File: config.mk
export PLATFORM = sky130hd
export DESIGN_NAME = pwr_seq_ctrl
export DESIGN_NICKNAME = d
export VERILOG_FILES = /design/src/rtl/pwr_seq_ctrl.sv
export SDC_FILE = /design/constraint.sdc
export NUM_CORES = 1
export LEC_CHECK = 0
export ABC_AREA = 1
export CORE_MARGIN = 2
export CORE_UTILIZATION = 54
export CTS_CLUSTER_DIAMETER = 50
export CTS_CLUSTER_SIZE = 24
export DETAILED_ROUTE_END_ITERATION = 8
export DONT_BUFFER_PORTS = 1
export GPL_ROUTABILITY_DRIVEN = 0
export HOLD_SLACK_MARGIN = 0.05
export PLACE_DENSITY = 0.8
export SLEW_MARGIN = 20
export SYNTH_ARGS = -nofsm -noshare
export SYNTH_HDL_FRONTEND = slang
export SYNTH_SLANG_ARGS = --single-unit
export TNS_END_PERCENT = 1
File: constraint.sdc
create_clock -name clk -period 4.63 [get_ports clk]
set_input_delay 0.926 -clock clk [delete_from_list [all_inputs] [get_ports clk]]
set_output_delay 0.926 -clock clk [all_outputs]
set_load 0.02 [all_outputs]
File: src/rtl/pwr_seq_ctrl.sv
// Power sequencer for one switchable domain: drives switch, isolation, retention
// and domain reset in legal order, with switch-ack handshake and timeout.
module pwr_seq_ctrl #(
  parameter int unsigned ISO_CYC = 2,
  parameter int unsigned RET_CYC = 3,
  parameter int unsigned RST_CYC = 4,
  parameter int unsigned TO_CYC  = 16
) (
  input  logic clk,
  input  logic rst_n,
  input  logic pwr_req,
  input  logic sw_ack,
  input  logic err_clr,
  output logic pwr_sw_en,
  output logic iso_en,
  output logic ret_save,
  output logic ret_restore,
  output logic dom_rst_n,
  output logic pwr_on,
  output logic busy,
  output logic err_timeout
);

  localparam int unsigned Max1   = (ISO_CYC > RET_CYC) ? ISO_CYC : RET_CYC;
  localparam int unsigned Max2   = (RST_CYC > TO_CYC) ? RST_CYC : TO_CYC;
  localparam int unsigned MaxCyc = (Max1 > Max2) ? Max1 : Max2;
  localparam int unsigned CntW   = $clog2(MaxCyc + 1);

  typedef logic [CntW-1:0] cnt_t;

  localparam cnt_t IsoLd = cnt_t'(ISO_CYC - 1);
  localparam cnt_t RetLd = cnt_t'(RET_CYC - 1);
  localparam cnt_t RstLd = cnt_t'(RST_CYC - 1);
  localparam cnt_t ToLd  = cnt_t'(TO_CYC - 1);

  typedef enum logic [3:0] {
    StOff,
    StPuSw,
    StPuRst,
    StPuRes,
    StOn,
    StPdIso,
    StPdSave,
    StPdRst,
    StPdSw
  } state_e;

  state_e state_q, state_d;
  cnt_t   cnt_q, cnt_d;
  logic   ret_valid_q, ret_valid_d;
  logic   err_q, err_d;
  logic   err_set;
  logic   cnt_zero;
  cnt_t   cnt_dec;

  assign cnt_zero = (cnt_q == '0);
  assign cnt_dec  = cnt_q - cnt_t'(1);

  always_ff @(posedge clk or negedge rst_n) begin
    if (!rst_n) begin
      state_q     <= StOff;
      cnt_q       <= '0;
      ret_valid_q <= 1'b0;
      err_q       <= 1'b0;
    end else begin
      state_q     <= state_d;
      cnt_q       <= cnt_d;
      ret_valid_q <= ret_valid_d;
      err_q       <= err_d;
    end
  end

  // pwr_req is only looked at in StOff/StOn so every sequence runs to completion.
  always_comb begin
    state_d     = state_q;
    cnt_d       = cnt_q;
    ret_valid_d = ret_valid_q;
    err_set     = 1'b0;
    unique case (state_q)
      StOff: begin
        if (pwr_req) begin
          state_d = StPuSw;
          cnt_d   = ToLd;
        end
      end
      StPuSw: begin
        if (sw_ack) begin
          state_d = StPuRst;
          cnt_d   = RstLd;
        end else if (cnt_zero) begin
          state_d = StOff;
          err_set = 1'b1;
        end else begin
          cnt_d = cnt_dec;
        end
      end
      StPuRst: begin
        if (cnt_zero) begin
          if (ret_valid_q) begin
            state_d = StPuRes;
            cnt_d   = RetLd;
          end else begin
            state_d = StOn;
          end
        end else begin
          cnt_d = cnt_dec;
        end
      end
      StPuRes: begin
        if (cnt_zero) state_d = StOn;
        else          cnt_d   = cnt_dec;
      end
      StOn: begin
        if (!pwr_req) begin
          state_d = StPdIso;
          cnt_d   = IsoLd;
        end
      end
      StPdIso: begin
        if (cnt_zero) begin
          state_d = StPdSave;
          cnt_d   = RetLd;
        end else begin
          cnt_d = cnt_dec;
        end
      end
      StPdSave: begin
        if (cnt_zero) begin
          state_d     = StPdRst;
          ret_valid_d = 1'b1;
        end else begin
          cnt_d = cnt_dec;
        end
      end
      StPdRst: begin
        state_d = StPdSw;
        cnt_d   = ToLd;
      end
      StPdSw: begin
        // A stuck ack still ends in OFF; the switch is forced off regardless.
        if (!sw_ack) begin
          state_d = StOff;
        end else if (cnt_zero) begin
          state_d = StOff;
          err_set = 1'b1;
        end else begin
          cnt_d = cnt_dec;
        end
      end
      default: state_d = StOff;
    endcase
  end

  assign err_d = err_set | (err_q & ~err_clr);

  always_comb begin
    pwr_sw_en   = 1'b0;
    iso_en      = 1'b1;
    ret_save    = 1'b0;
    ret_restore = 1'b0;
    dom_rst_n   = 1'b0;
    unique case (state_q)
      StPuSw, StPuRst, StPdRst: pwr_sw_en = 1'b1;
      StPuRes: begin
        pwr_sw_en   = 1'b1;
        ret_restore = 1'b1;
        dom_rst_n   = 1'b1;
      end
      StOn: begin
        pwr_sw_en = 1'b1;
        iso_en    = 1'b0;
        dom_rst_n = 1'b1;
      end
      StPdIso: begin
        pwr_sw_en = 1'b1;
        dom_rst_n = 1'b1;
      end
      StPdSave: begin
        pwr_sw_en = 1'b1;
        ret_save  = 1'b1;
        dom_rst_n = 1'b1;
      end
      default: ;
    endcase
  end

  assign pwr_on      = (state_q == StOn);
  assign busy        = (state_q != StOff) && (state_q != StOn);
  assign err_timeout = err_q;

endmodule
=== After elaboration in Yosys (flattened, before gate mapping) ===
Index checks and enable logic that the tools add are counted.

* Add/subtract/negate cells: 1
* $mul: 0
* Divide/modulo/power cells: 0
* Magnitude comparators: 0
* Equal/unequal tests: 17
* Shift operators: 0
* Muxes and demuxes: 29
* Bitwise gates (word level): 3
* Reductions and logical operators: 11

{| class="wikitable"
|+ Operators with widths
! cell !! number
|-
| $mux 5 || 8
|-
| $pmux 5 s8 || 1
|-
| $mux 4 || 9
|-
| $pmux 4 s9 || 1
|-
| $eq 4x3->1 const B || 4
|-
| $ne 2x2->1 const B || 7
|-
| $eq 4x2->1 const B || 2
|-
| $mux 1 || 8
|-
| $reduce_bool 8->1 || 1
|-
| $reduce_or 7->1 || 1
|-
| $reduce_and 6->1 || 1
|-
| $logic_not 5->1 || 1
|-
| $reduce_and 5->1 || 1
|-
| $sub 5x1->5 const B || 1
|-
| $eq 4x1->1 const B || 1
|-
| $eq 4x4->1 const B || 1
|-
| $logic_not 4->1 || 1
|-
| $ne 4x3->1 const B || 1
|-
| $reduce_bool 4->1 || 1
|-
| $reduce_or 4->1 || 1
|-
| $mux 3 || 1
|-
| $ne 3x3->1 const B || 1
|-
| $pmux 1 s2 || 1
|-
| $reduce_and 2->1 || 1
|-
| other kinds (5) || 5
|}

* Register bits after elaboration: 11
* Bits in latches: 0
* Memory bits (writable): 0
* Bits in read-only memories: 0
* Input bits: 5
* Output and inout port bits: 8
* Logic and storage cells: 65
* Memories kept: 0

=== Depth between registers and ports, before layout ===
Gate-level depths: netlist of the first run.

* Depth after elaboration: 5
* Gate-level depth with buffers: 10

=== Worst setup path before layout of the first run ===
Ideal clock, no wire load.

* Path kind: reg-to-output
* Start: reg state_q[0]
* End: out pwr_on
* Arrival: 1048 ps
* Required time: 3704 ps
* Slack: 2656 ps
* Stages on the path, launching flop included: 4
* Buffers on the path: 0
* Cells stage by stage: dfrtp_1 > nor2_2 > nand2_1 > inv_1

* Word-level cells in the longest chain between the ends: 1

{| class="wikitable"
|+ RTL lines
! what !! line !! RTL
|-
| start: declaration || 48 || <nowiki>state_e state_q, state_d;</nowiki>
|-
| start signal: assignment || 61 || <nowiki>state_q <= StOff;</nowiki>
|-
| start signal: assignment || 66 || <nowiki>state_q <= state_d;</nowiki>
|-
| $eq 4x3->1 || 187 || <nowiki>assign pwr_on = (state_q == StOn);</nowiki>
|-
| end: declaration || 19 || <nowiki>output logic pwr_on,</nowiki>
|}

Every way passes these cells.

=== Worst setup path in the final report of the first run ===
Same ends and word-level chain as after synthesis.

==> key figures, run 1 <==
Run status
  – Status: completed

GRT
  – Number of global-route vias before repair: 800
  – Largest net degree at the start of global routing: 12
  – Total track usage: 23.2%
  – Gr ovfl total: 0
  – Initial antenna violation count: 0
  – First-pass GRT wire length: ~3300 um

Power and ir drop
  – Power Total: 0.683 mW
  – Static leakage: 0.518 nW
  – Clock power frac: under 10%
  – Logic pwr share: around two thirds
  – VDD IR-drop max: around 330 uV
  – Reg power frac: 25.4%
  – PD cells: 752 mW/mm^2
  – Sw Pwr: 0.380 mW
  – Power Internal: between 0.3 and 0.4 mW
  – Net Sw Frac: 55.6%

Placement
  – DPL Wire Length: roughly 1500 um
  – Port Buffer Count: 0
  – Placed Cells: 154

Critical path
  – Setup Crit Path Kind: reg2out
  – Crit start category: flip-flop
  – CP Capture Type: output pin
  – CP required: around 3700 ps
  – Worst-path fanout max: 7
  – FF-to-FF path depth: 9
  – Worst Path Arrival: 1480 ps
  – Reg2reg setup slack: 2740 ps
  – Worst R2R Start: cnt_q[0]
  – Worst r2r dst: cnt_q[0]

Clock network
  – Clk_lat worst skew: 270 ps
  – Hold Buf Count CTS: 0
  – CTS max path bufs: 2
  – Clock slew at reported path FFs: 70 ps
  – H-tree depth: 1
  – Root Driver: clkbuf_4
  – TritonCTS Buffers: 3
  – CTS tree: yes
  – Setup bufs post-CTS: 0
  – Clock sink total: 11
  – Cts repair resizes: 0

Cells and area
  – Commonest cells after routing, fill and taps aside: nand2_1 (43), inv_1 (21), nor2_1 (16)
  – Final non-filler cell total: approximately 160
  – Diode count: 0
  – Most common cell after layout, fill and taps aside: nand2_1
  – Layout cells sized above 1: 12.0%
  – P&R area growth vs syn: 5.37%
  – Final #Nets: 150

Logic synthesis
  – Post-Syn Nets: 145
  – Yosys warnings: 0
  – Sequential-to-total area share from yosys stat: 31.9%
  – Seq cells post-synth: 11
  – Area share of the largest cell type after synthesis: 31.9%
  – Synthesized cell area: approximately 860 sq um
  – Count of unique library cells instantiated by Yosys: 19
  – Avg Inst Size Synth: 6.25 sq um
  – Top post-synthesis cells by area: dfrtp_1 (32%), nand2_1 (19%), inv_1 (9.1%)
  – Cells after Synth: roughly 140
  – Area leader, netlist: dfrtp_1

STA
  – Clock Skew: 0.793 ps
  – Worst-Margin Slew: 444 ps
  – Post-layout min period: 2410 ps
  – Hold Worst Slack: about 340 ps
  – Fmax: 0.415 GHz
  – Final Max Slew Viols: 0
  – Slew margin rel.: 70.5%
  – RSZ-0062 raised after global routing: false
  – Fin. Hold Viols: 0
  – Setup TNS: 0 ps
  – Final setup violation count: 0
  – Period utilisation layout: 52.0%

Drt
  – Routed vias: around 850
  – Post-DR wirelength/cell: ~12 um
  – Routed vias/inst: 5.35
  – DR pass1 iterations: 4
  – Drt drc: 0
  – WL final: approximately 1900 um
  – ANT nets after route: 0
  – DR iter-0 viols: 31

Die
  – Die area: 0.00193 sq mm
  – Die W: about 44 um
  – FP Rows: 14
  – DIE HEIGHT: around 44 um
  – Core area: 0.00151 sq mm
  – # IOs: 13
  – Starting density of the core: 57.2%

Hold path
  – Hold/Removal Path Class: in2async

Job
  – MaxCap Viol Count: 0
==> critical path, cell delays in order (launching register included) <==
cell and delay (ps):
dfrtp_1 470, nor2_2 270, nand2_1 230, inv_1 240
==> through the flow <==
stage / instance area [sq um] / setup WS [ps] / utilization [%]
floorplan: 862 / 2660 / -
global placement: 882 / 2580 / 58.6
detailed placement: 882 / 2540 / 58.6
CTS: 908 / 2240 / 60.3
global route: 908 / 2160 / 60.3
finish: 908 / 2220 / 60.3
==> area by class of cell <==
type | instances | area (sq um)
Sequential cell | 11 | 275
Fill cell | 133 | 598
Inverter | 26 | 97.6
Tap cell | 16 | 20.0
Multi-Input combinational cell | 101 | 489
Clock buffer | 4 | 26.3
==> logic make-up (layout without fill, tap and decap cells) <==
kind of cell | after synthesis | after routing | synth area share [%]
AND/OR/NAND/NOR | 80 | 80 | 41.5
XOR/XNOR | 2 | 2 | 2.03
flip-flops | 11 | 11 | 31.9
AO/OA/AOI/OAI | 17 | 17 | 10.3
adder cells (fa/ha/maj) | 2 | 2 | 2.90
buffers and inverters | 26 | 30 | 11.3
==> worst max path at each step <==
stage	from	endpoint	slack [ps]	cells past startpoint
floorplan	state_q[0]	pwr_on	2660	3
global placement	state_q[0]	pwr_on	2580	3
detailed placement	state_q[0]	pwr_on	2540	3
CTS	state_q[0]	pwr_on	2240	3
global route	state_q[0]	pwr_on	2160	3
finish	state_q[0]	pwr_on	2220	3
==> sequential cells by signal (all words and copies together) (netlist names) <==
signal,count
err_timeout,1
cnt_q,5
state_q,4
ret_valid_q,1
==> per-layer routing <==
layer	part of all wire, %	up-vias	GRT usage [%]
li1	-	431	-
met1	45	380	31.0
met2	44	30	36.8
met3	8.4	5	2.92
met4	2.0	0	12.1
met5	0	-	0
==> synthesized netlist by cell type, drive strengths merged <==
| cell type | number |
|---|---|
| a21oi | 9 |
| o21ai | 6 |
| xor2 | 2 |
| o21bai | 1 |
| nor2 | 22 |
| o22ai | 1 |
| inv | 25 |
| clkinv | 1 |
| nor3 | 1 |
| ha | 2 |
| nand2 | 45 |
| dfrtp | 11 |
| nand4 | 1 |
| nand3 | 11 |
==> power by group through the flow <==
stage / clock network (mW) / logic, mW / registers, mW
after floorplan: 0 / 0.360 / 0.166
after global placement: 0 / 0.422 / 0.171
after detailed placement: 0 / 0.436 / 0.173
after CTS: 0.0671 / 0.439 / 0.171
after global routing: 0.0719 / 0.503 / 0.177
final: 0.0665 / 0.443 / 0.173
Power figures use the tool's default switching activity.
==> inputs of run 2 (changes only) <==
==> constraint.sdc (replaced) <==
create_clock -name clk -period 2.3 [get_ports clk]
set_input_delay 0.46 -clock clk [delete_from_list [all_inputs] [get_ports clk]]
set_output_delay 0.46 -clock clk [all_outputs]
set_load 0.02 [all_outputs]
==> key figures, run 2 (synthesis gave the netlist of run 1 again) <==
GRT
  – Gr ovfl total: 0
  – Number of global-route vias before repair: between 700 and 800
  – Total track usage: between 20% and 30%
  – Initial antenna violation count: 0
  – Largest net degree at the start of global routing: 12
  – First-pass GRT wire length: 2970 um

Power and ir drop
  – Static leakage: 0.522 nW
  – VDD IR-drop max: approximately 770 uV
  – PD cells: roughly 1500 mW/mm^2
  – Power Total: 1.35 mW

Clock network
  – Root Driver: clkbuf_4
  – Clock sink total: 11
  – CTS tree: yes
  – Setup bufs post-CTS: 0
  – TritonCTS Buffers: 3
  – Clk_lat worst skew: 260 ps
  – CTS max path bufs: 2
  – Clock slew at reported path FFs: 60 ps
  – H-tree depth: 1

STA
  – RSZ-0062 raised after global routing: false
  – Final setup violation count: 0
  – Worst-Margin Slew: 481 ps
  – Period utilisation layout: 84.1%
  – Clock Skew: 3.05 ps
  – Slew margin rel.: between 60% and 70%
  – Fin. Hold Viols: 0
  – Setup TNS: 0 ps
  – Post-layout min period: about 1900 ps
  – Fmax: 0.517 GHz
  – Final Max Slew Viols: 0

Drt
  – DR pass1 iterations: 4
  – Routed vias/inst: 5.27
  – Post-DR wirelength/cell: 11.4 um
  – Drt drc: 0
  – WL final: 1810 um
  – Routed vias: 838
  – DR iter-0 viols: 24
  – ANT nets after route: 0

Die
  – Core area: 0.00151 sq mm
  – Starting density of the core: 57.2%
  – FP Rows: 14
  – Die W: 44.0 um
  – Die area: 0.00193 sq mm
  – # IOs: 13
  – DIE HEIGHT: ~44 um

Cells and area
  – Diode count: 0
  – Layout cells sized above 1: 11.9%
  – Biggest regs: cnt_q (5), state_q (4)
  – Commonest cells after routing, fill and taps aside: nand2_1 (43), inv_1 (21), nor2_1 (16)
  – Final #Nets: 151
  – Most common cell after layout, fill and taps aside: nand2_1
  – Biggest register: cnt_q
  – Max reg flops: 5
  – # fillers: 146
  – P&R area growth vs syn: 6.53%

Critical path
  – Worst Path Arrival: 1470 ps
  – CP Capture Type: output pin
  – Crit start category: flip-flop
  – Worst-path fanout max: 7
  – CP required: 1840 ps
  – Setup Crit Path Kind: reg2out

Placement
  – Port Buffer Count: 0
  – DPL Wire Length: 1500 um

Job
  – MaxCap Viol Count: 0

Hold path
  – Hold/Removal Path Class: in2reg

Run status
  – Status: completed
run 2: worst max-delay path, cell delays in order, from the launching register on:
cell     delay [ps]
dfrtp_1         470
nor2_2          270
nand2_1         230
inv_1           240
run 2: final cells by class:
class	instances	area (sq um)	area share (%)
clock buffer	4	26.3	2.86
inverter	26	97.6	10.6
multi-input combinational	101	489	53.3
sequential	11	275	30.0
tap	16	20.0	2.18
timing repair buffer	1	10.0	1.09
run 2: routing by layer:
metal / track usage [%] / routed length [um]
met5: 0 / 0
met4: 10.9 / 17
met3: 1.25 / 68
met2: 30.3 / 806
met1: 31.4 / 915
run 2: power by group:
group	switching, mW	internal, mW
sequential	0.0875	0.266
clock	0.0585	0.0670
combinational	0.597	0.278
total	0.743	0.612
run 2: through the flow:
step	hold WS, ps	utilization (%)	setup WS, ps	std cells	area (sq um)
after global placement	165	58.6	577	154	882
final	298	61.0	366	159	918
after floorplan	164	-	678	138	862
after detailed placement	165	58.6	506	154	882
after CTS	293	61.0	361	159	918
after global routing	289	61.0	275	159	918
run 2: final timing paths:
kind                            start  slack [ps]     endpoint  cells after the start
setup / recovery           state_q[0]         370       pwr_on                      3
min in group asynchronous       rst_n         590     cnt_q[4]                      1
hold reg to reg              cnt_q[0]         510     cnt_q[0]                      2
max in group asynchronous       rst_n        1380   state_q[2]                      1
setup reg to reg             cnt_q[0]         470     cnt_q[0]                      9
hold / removal                err_clr         300  err_timeout                      1
run 2: timing repair:
item,4_1_cts,5_1_grt
gates resized for setup,0,0
hold buffers,1,0
hold endpoints to repair,11,0
